===== src/rtl/clock_ctrl_pkg.sv =====
// Shared types, constants and BCD stepping helpers for the clock time-set controller.
package clock_ctrl_pkg;

    typedef enum logic [1:0] {
        RUN    = 2'd0,
        SET_HH = 2'd1,
        SET_MM = 2'd2,
        COMMIT = 2'd3
    } state_e;

    localparam logic [1:0] FIELD_NONE = 2'd0;
    localparam logic [1:0] FIELD_HH   = 2'd1;
    localparam logic [1:0] FIELD_MM   = 2'd2;

    localparam logic [7:0] HH_RESET = 8'h12;
    localparam logic [7:0] MM_RESET = 8'h00;
    localparam logic [7:0] SS_LOAD  = 8'h00;

    // Returns {pm, hh}; AM/PM flips on 11 -> 12, not on 12 -> 01.
    function automatic logic [8:0] hh_step(input logic pm, input logic [7:0] hh);
        logic [8:0] r;
        case (hh)
            8'h01, 8'h02, 8'h03, 8'h04,
            8'h05, 8'h06, 8'h07, 8'h08: r = {pm, hh + 8'h01};
            8'h09:                      r = {pm, 8'h10};
            8'h10:                      r = {pm, 8'h11};
            8'h11:                      r = {~pm, 8'h12};
            default:                    r = {pm, 8'h01};
        endcase
        return r;
    endfunction

    function automatic logic [7:0] mm_step(input logic [7:0] mm);
        logic [3:0] hi;
        logic [3:0] lo;
        hi = mm[7:4];
        lo = mm[3:0];
        if (lo >= 4'd9) begin
            lo = 4'd0;
            hi = (hi >= 4'd5) ? 4'd0 : hi + 4'd1;
        end else begin
            lo = lo + 4'd1;
        end
        return {hi, lo};
    endfunction

endpackage


===== src/rtl/clock_set_ctrl_if.sv =====
// Button, current-time and load bus between the set controller and its neighbours.
interface clock_set_ctrl_if;
    logic       mode_btn;
    logic       inc_btn;
    logic       cur_pm;
    logic [7:0] cur_hh;
    logic [7:0] cur_mm;
    logic       ena;
    logic       load;
    logic       ld_pm;
    logic [7:0] ld_hh;
    logic [7:0] ld_mm;
    logic [7:0] ld_ss;
    logic [1:0] edit_field;

    modport master (
        output mode_btn, inc_btn, cur_pm, cur_hh, cur_mm,
        input  ena, load, ld_pm, ld_hh, ld_mm, ld_ss, edit_field
    );

    modport slave (
        input  mode_btn, inc_btn, cur_pm, cur_hh, cur_mm,
        output ena, load, ld_pm, ld_hh, ld_mm, ld_ss, edit_field
    );
endinterface


===== src/rtl/tick_prescaler.sv =====
// Divides clk down to a registered one-cycle tick every TICK_DIV cycles while run is high.
module tick_prescaler #(
    parameter int unsigned TICK_DIV = 100
) (
    input  logic clk,
    input  logic reset,
    input  logic run,
    input  logic clear,
    output logic tick
);
    localparam int unsigned CW = $clog2(TICK_DIV);
    localparam logic [CW-1:0] LAST = CW'(TICK_DIV - 1);

    logic [CW-1:0] count_q, count_d;
    logic          tick_q, tick_d;

    always_comb begin
        count_d = count_q;
        tick_d  = 1'b0;
        if (clear) begin
            count_d = '0;
        end else if (run) begin
            if (count_q == LAST) begin
                count_d = '0;
                tick_d  = 1'b1;
            end else begin
                count_d = count_q + CW'(1);
            end
        end
    end

    always_ff @(posedge clk or posedge reset) begin
        if (reset) begin
            count_q <= '0;
            tick_q  <= 1'b0;
        end else begin
            count_q <= count_d;
            tick_q  <= tick_d;
        end
    end

    assign tick = tick_q;
endmodule


===== src/rtl/clock_set_ctrl.sv =====
// Time-set controller in front of the 12-hour BCD clock: seconds enable, two-button
// edit of an hh/mm/pm shadow, and a one-cycle load strobe on commit.
//
// state   | meaning
// RUN     | clock counting, ena pulses every TICK_DIV cycles
// SET_HH  | counter frozen, inc steps hours (and AM/PM)
// SET_MM  | counter frozen, inc steps minutes
// COMMIT  | one cycle, load strobe to the clock counter
module clock_set_ctrl
    import clock_ctrl_pkg::*;
#(
    parameter int unsigned TICK_DIV = 100,
    parameter int unsigned TIMEOUT  = 1000
) (
    input logic             clk,
    input logic             reset,
    clock_set_ctrl_if.slave bus
);
    localparam logic [1:0] ST_RUN    = RUN;
    localparam logic [1:0] ST_SET_HH = SET_HH;
    localparam logic [1:0] ST_SET_MM = SET_MM;
    localparam logic [1:0] ST_COMMIT = COMMIT;

    localparam int unsigned TO_W = $clog2(TIMEOUT);
    localparam logic [TO_W-1:0] TO_LAST = TO_W'(TIMEOUT - 1);

    logic [1:0]      state_q, state_d;
    logic            pm_q, pm_d;
    logic [7:0]      hh_q, hh_d;
    logic [7:0]      mm_q, mm_d;
    logic            load_q, load_d;
    logic [TO_W-1:0] to_q, to_d;
    logic [8:0]      hh_nxt;
    logic            pre_run;
    logic            tick;

    always_comb begin
        state_d = state_q;
        pm_d    = pm_q;
        hh_d    = hh_q;
        mm_d    = mm_q;
        to_d    = '0;
        hh_nxt  = hh_step(pm_q, hh_q);
        case (state_q)
            ST_RUN: begin
                if (bus.mode_btn) begin
                    state_d = ST_SET_HH;
                    pm_d    = bus.cur_pm;
                    hh_d    = bus.cur_hh;
                    mm_d    = bus.cur_mm;
                end
            end
            ST_SET_HH: begin
                if (bus.mode_btn) begin
                    state_d = ST_SET_MM;
                end else if (bus.inc_btn) begin
                    {pm_d, hh_d} = hh_nxt;
                end else if (to_q == TO_LAST) begin
                    state_d = ST_RUN;
                end else begin
                    to_d = to_q + TO_W'(1);
                end
            end
            ST_SET_MM: begin
                if (bus.mode_btn) begin
                    state_d = ST_COMMIT;
                end else if (bus.inc_btn) begin
                    mm_d = mm_step(mm_q);
                end else if (to_q == TO_LAST) begin
                    state_d = ST_RUN;
                end else begin
                    to_d = to_q + TO_W'(1);
                end
            end
            ST_COMMIT: state_d = ST_RUN;
            default:   state_d = ST_RUN;
        endcase
    end

    assign load_d = (state_d == ST_COMMIT);

    // The prescaler already counts during the load cycle so the first tick lands TICK_DIV cycles after it.
    assign pre_run = ((state_q == ST_RUN) && !bus.mode_btn) || (state_q == ST_COMMIT);

    always_ff @(posedge clk or posedge reset) begin
        if (reset) begin
            state_q <= ST_RUN;
            pm_q    <= 1'b0;
            hh_q    <= HH_RESET;
            mm_q    <= MM_RESET;
            load_q  <= 1'b0;
            to_q    <= '0;
        end else begin
            state_q <= state_d;
            pm_q    <= pm_d;
            hh_q    <= hh_d;
            mm_q    <= mm_d;
            load_q  <= load_d;
            to_q    <= to_d;
        end
    end

    tick_prescaler #(
        .TICK_DIV(TICK_DIV)
    ) u_prescaler (
        .clk  (clk),
        .reset(reset),
        .run  (pre_run),
        .clear(~pre_run),
        .tick (tick)
    );

    always_comb begin
        case (state_q)
            ST_SET_HH: bus.edit_field = FIELD_HH;
            ST_SET_MM: bus.edit_field = FIELD_MM;
            default:   bus.edit_field = FIELD_NONE;
        endcase
    end

    assign bus.ena   = tick;
    assign bus.load  = load_q;
    assign bus.ld_pm = pm_q;
    assign bus.ld_hh = hh_q;
    assign bus.ld_mm = mm_q;
    assign bus.ld_ss = SS_LOAD;
endmodule


===== src/flat_wrapper.sv =====
// flat-port wrapper written by rule: the top's interface ports become plain ports
module clock_set_ctrl_flat import clock_ctrl_pkg::*;
#(
    parameter int unsigned TICK_DIV = 100,
    parameter int unsigned TIMEOUT  = 1000
)
  (clk, reset, bus_mode_btn, bus_inc_btn, bus_cur_pm, bus_cur_hh, bus_cur_mm, bus_ena, bus_load, bus_ld_pm, bus_ld_hh, bus_ld_mm, bus_ld_ss, bus_edit_field);
  clock_set_ctrl_if bus_i ();
  input logic clk;
  input logic reset;
  input wire logic [$bits(bus_i.mode_btn)-1:0] bus_mode_btn;
  input wire logic [$bits(bus_i.inc_btn)-1:0] bus_inc_btn;
  input wire logic [$bits(bus_i.cur_pm)-1:0] bus_cur_pm;
  input wire logic [$bits(bus_i.cur_hh)-1:0] bus_cur_hh;
  input wire logic [$bits(bus_i.cur_mm)-1:0] bus_cur_mm;
  output wire logic [$bits(bus_i.ena)-1:0] bus_ena;
  output wire logic [$bits(bus_i.load)-1:0] bus_load;
  output wire logic [$bits(bus_i.ld_pm)-1:0] bus_ld_pm;
  output wire logic [$bits(bus_i.ld_hh)-1:0] bus_ld_hh;
  output wire logic [$bits(bus_i.ld_mm)-1:0] bus_ld_mm;
  output wire logic [$bits(bus_i.ld_ss)-1:0] bus_ld_ss;
  output wire logic [$bits(bus_i.edit_field)-1:0] bus_edit_field;
  assign bus_i.mode_btn = bus_mode_btn;
  assign bus_i.inc_btn = bus_inc_btn;
  assign bus_i.cur_pm = bus_cur_pm;
  assign bus_i.cur_hh = bus_cur_hh;
  assign bus_i.cur_mm = bus_cur_mm;
  assign bus_ena = bus_i.ena;
  assign bus_load = bus_i.load;
  assign bus_ld_pm = bus_i.ld_pm;
  assign bus_ld_hh = bus_i.ld_hh;
  assign bus_ld_mm = bus_i.ld_mm;
  assign bus_ld_ss = bus_i.ld_ss;
  assign bus_edit_field = bus_i.edit_field;
  clock_set_ctrl #(.TICK_DIV(TICK_DIV), .TIMEOUT(TIMEOUT)) u_core (.clk(clk), .reset(reset), .bus(bus_i));
endmodule

===== config.mk =====
export PLATFORM = sky130hd
export DESIGN_NAME = clock_set_ctrl_flat
export DESIGN_NICKNAME = d
export VERILOG_FILES = /design/src/rtl/clock_ctrl_pkg.sv /design/src/rtl/clock_set_ctrl_if.sv /design/src/rtl/tick_prescaler.sv /design/src/rtl/clock_set_ctrl.sv /design/src/flat_wrapper.sv
export SDC_FILE = /design/constraint.sdc
export NUM_CORES = 1
export LEC_CHECK = 0
export BUFFER_PORTS_ARGS = -buffer_cell sky130_fd_sc_hd__buf_2
export CAP_MARGIN = 25
export CORE_ASPECT_RATIO = 1.1
export CORE_UTILIZATION = 35
export DETAILED_ROUTE_END_ITERATION = 6
export PLACE_DENSITY = 0.63
export RECOVER_POWER = 50
export SYNTH_ARGS = -nofsm -noshare
export SYNTH_HDL_FRONTEND = slang
export SYNTH_SLANG_ARGS = --single-unit
export TNS_END_PERCENT = 100

===== constraint.sdc =====
create_clock -name clk -period 3.4 [get_ports clk]
set_clock_uncertainty 0.15 [all_clocks]
set_input_delay 0 -clock clk [delete_from_list [all_inputs] [get_ports clk]]
set_output_delay 0 -clock clk [all_outputs]
set_load 0.02 [all_outputs]

==> key figures <==
Finish
  – Fillers: 628
  – N_diodes: 0
  – Register area: ~950 um^2
  – Layout cells sized above 1: 13.07%
  – Fin nets: 342
  – P&R area growth vs syn: 23.26%
  – Multi-input gate area: 1165 um^2
  – Post-layout util: between 40 and 50%

Timing
  – RSZ-0062 raised after global routing: false
  – Setup_tns: 0 ns
  – Final Max Tran Viols: 0
  – Worst slew margin: 47.38%
  – Final hold viol count: 0
  – Tightest Pin Transition: 0.7893 ns
  – Final period utilization: 70.88%
  – Min cycle time layout: 2.410 ns
  – Fmax: 415.0 MHz
  – Final setup fails: 0

Clock tree
  – Setup bufs post-CTS: 0
  – TritonCTS clock tree: done
  – CTS Sinks: 38
  – PostCTS Resize Cnt: 0
  – Clock slew at reported path FFs: 0.08 ns
  – Cts hold-fix bufs: 19
  – Clock Root Buffer: clkbuf_8
  – Max Root-Sink Buffers: 2
  – Total CTS buffers: 5
  – H-tree depth: 2
  – Clk Latency, worst-skew pair: 0.29 ns

Global routing
  – Largest net degree at the start of global routing: 17
  – Vias in the first global route: 1,832
  – First-pass GRT wire length: 8300 um
  – Total gr overflow: 0
  – Antenna violations before repair: 0
  – Tot GR Track Use: 15.72%

Routing
  – Total iterations of the first detailed-routing run: 4
  – Met2 wire length: 2308 um
  – Routed WL per cell: 12.35 um
  – Drc violations: 0
  – Vias: roughly 1,900
  – Drt total wl: between 4000 and 5000 um
  – Met3 wire length: between 150 and 200 um
  – Via density: between 4 and 5
  – Drt initial violations: 75
  – WL met1: 2172 um
  – Top Layer Used: met4
  – Post-detailed-route count of antenna-violating nets: 0

Die
  – Die Y: 85.97 um
  – Die area: 6734 um^2
  – Initial core utilization: 36.22%
  – I/O pin count: 50
  – Core Area: 6193 um^2
  – Die X: 78.34 um
  – Site Rows: 30

Yosys
  – Mapped Area: 2243 um^2
  – Yosys cell types: 48
  – EDFF count, synth: 0
  – Synth top area share: 40.16%
  – Async S/R FF share, synth: 100.0%
  – Syn Area/Cell: 9.270 um^2
  – Seq/Total Area, Yosys: a little over two fifths
  – Post-synthesis register bit count: 38
  – Yosys warns: 0
  – Area contributors post-synth: dfrtp_1 (40%), ha_1 (8.9%), nor2_1 (5.0%)
  – Synth Instances: 242
  – Synth area leader: dfrtp_1
  – Synth Flop Type: dfrtp_1

Worst setup path
  – CP Capture Type: flip-flop
  – Worst EP arrival: 2.47 ns
  – Setup crit start kind: flip-flop
  – CP max FO: 6
  – Crit Path Category: flip-flop to flip-flop
  – Worst EP required: 3.46 ns

Power and ir drop
  – Leakage: roughly 0.0013 uW
  – Peak supply drop: 0.2431 mV
  – PD cells: around 730 nW/um^2

Worst hold path
  – Worst hold path class: primary input to flip-flop

Run status
  – Outcome: finished, final reports clean

Placement
  – Detailed placement HPWL: 3477 um
  – I/O Buffers: 41
  – Final GP Congestion: 0.8080

Job
  – Max-Cap Viols: 0
## worst max-delay path: stages (launching register included)
cell       delay, ns
dfstp_1         0.62
inv_1           0.09
ha_1            0.26
a2111oi_2       0.37
o22ai_1         0.14
and2_4          0.18
mux2_4          0.30
a221oi_2        0.22
## sequential cells by signal, indices dropped and copies added (netlist names)
| name | cells |
|---|---|
| u_core.to_q | 10 |
| u_core.bus.ld_hh | 8 |
| u_core.bus.ld_mm | 8 |
| u_core.u_prescaler.count_q | 7 |
| u_core.state_q | 2 |
| u_core.bus.ld_pm | 1 |
| u_core.bus.load | 1 |
| u_core.u_prescaler.tick | 1 |
## cell usage after synthesis (4+ instances only)
library cell / n
nand3_1: 8
dfrtp_1: 36
nor3_1: 5
xnor2_1: 9
a21oi_1: 12
clkbuf_1: 4
inv_1: 18
nand3b_1: 4
buf_4: 8
and3_1: 6
nand2_1: 15
xor2_1: 4
nor4_1: 5
ha_1: 16
o21ai_0: 15
nor2_1: 30
nor2b_1: 9
## cell usage in the layout (no fill, tap or decap), types with 2 or more instances in the layout
master	count
nand3_1	8
a31oi_1	3
nand3b_1	4
mux2i_1	2
dfrtp_1	36
inv_1	18
xor2_1	4
clkbuf_8	6
nor2b_1	9
nor4_1	5
xnor2_1	9
nor3_1	5
clkbuf_1	20
nor3b_1	3
a211oi_1	2
and3_1	6
nand2_1	15
dlygate4sd3_1	19
o21ai_0	15
a21oi_1	12
ha_1	16
buf_2	23
nor2_1	30
conb_1	8
## kinds of logic after synthesis
logic type | synth area share, %
buf+inv | 6.748
flops | 42.50
xor+xnor | 5.075
other cells | 0.1672
fa+ha+maj | 8.924
mux | 1.561
compound gates | 14.00
simple gates | 21.03
## where the power goes
part | switching [uW] | internal (uW)
Combinational | 614 | 354
Clock | 170 | 163
Sequential | 142 | 583
## layer usage
layer	vias up	global-route usage, %
met5	-	0
met1	873	18.71
met4	0	5.724
li1	948	-
met3	11	4.043
met2	37	27.27
## final timing paths
check                                                     start                               to  slack [ns]  cells past startpoint
worst max-delay path            u_core.bus.ld_hh[1]$_DFFE_PP1P_  u_core.bus.ld_hh[0]$_DFFE_PP0P_        0.99                      7
worst min-delay path                              bus_cur_hh[2]  u_core.bus.ld_hh[2]$_DFFE_PP0P_        0.02                      4
worst max register to register  u_core.bus.ld_hh[1]$_DFFE_PP1P_  u_core.bus.ld_hh[0]$_DFFE_PP0P_        0.99                      7
worst min register to register         u_core.to_q[0]$_DFF_PP0_         u_core.to_q[0]$_DFF_PP0_        0.31                      1
max in group asynchronous                                 reset      u_core.state_q[1]$_DFF_PP0_        1.39                      5
min in group asynchronous                                 reset  u_core.bus.ld_hh[6]$_DFFE_PP0P_        0.16                      3
## stage by stage
step	area (um^2)	setup WS, ns	hold WS [ns]	cells	total power, uW
6_report	2765	0.9902	0.02186	386	2027
3_5_place_dp	2517	1.064	-0.01812	359	1715
4_1_cts	2803	1.052	0.02463	386	2071
5_1_grt	2765	0.8032	0.02994	386	2204
2_1_floorplan	2270	1.106	-0.004416	249	1446
3_3_place_gp	2502	1.144	0.08582	358	1691
## area by class of cell
cell class              count  share of cell area, %
well taps                  80                  3.620
inverters                  19                  2.579
clock buffers               6                  2.986
repair buffers             62                  13.76
clock inverters             2                 0.4525
multi-input cells         179                  42.13
flip-flops and latches     38                  34.48
Note: power is estimated with default switching activity, not from simulation.
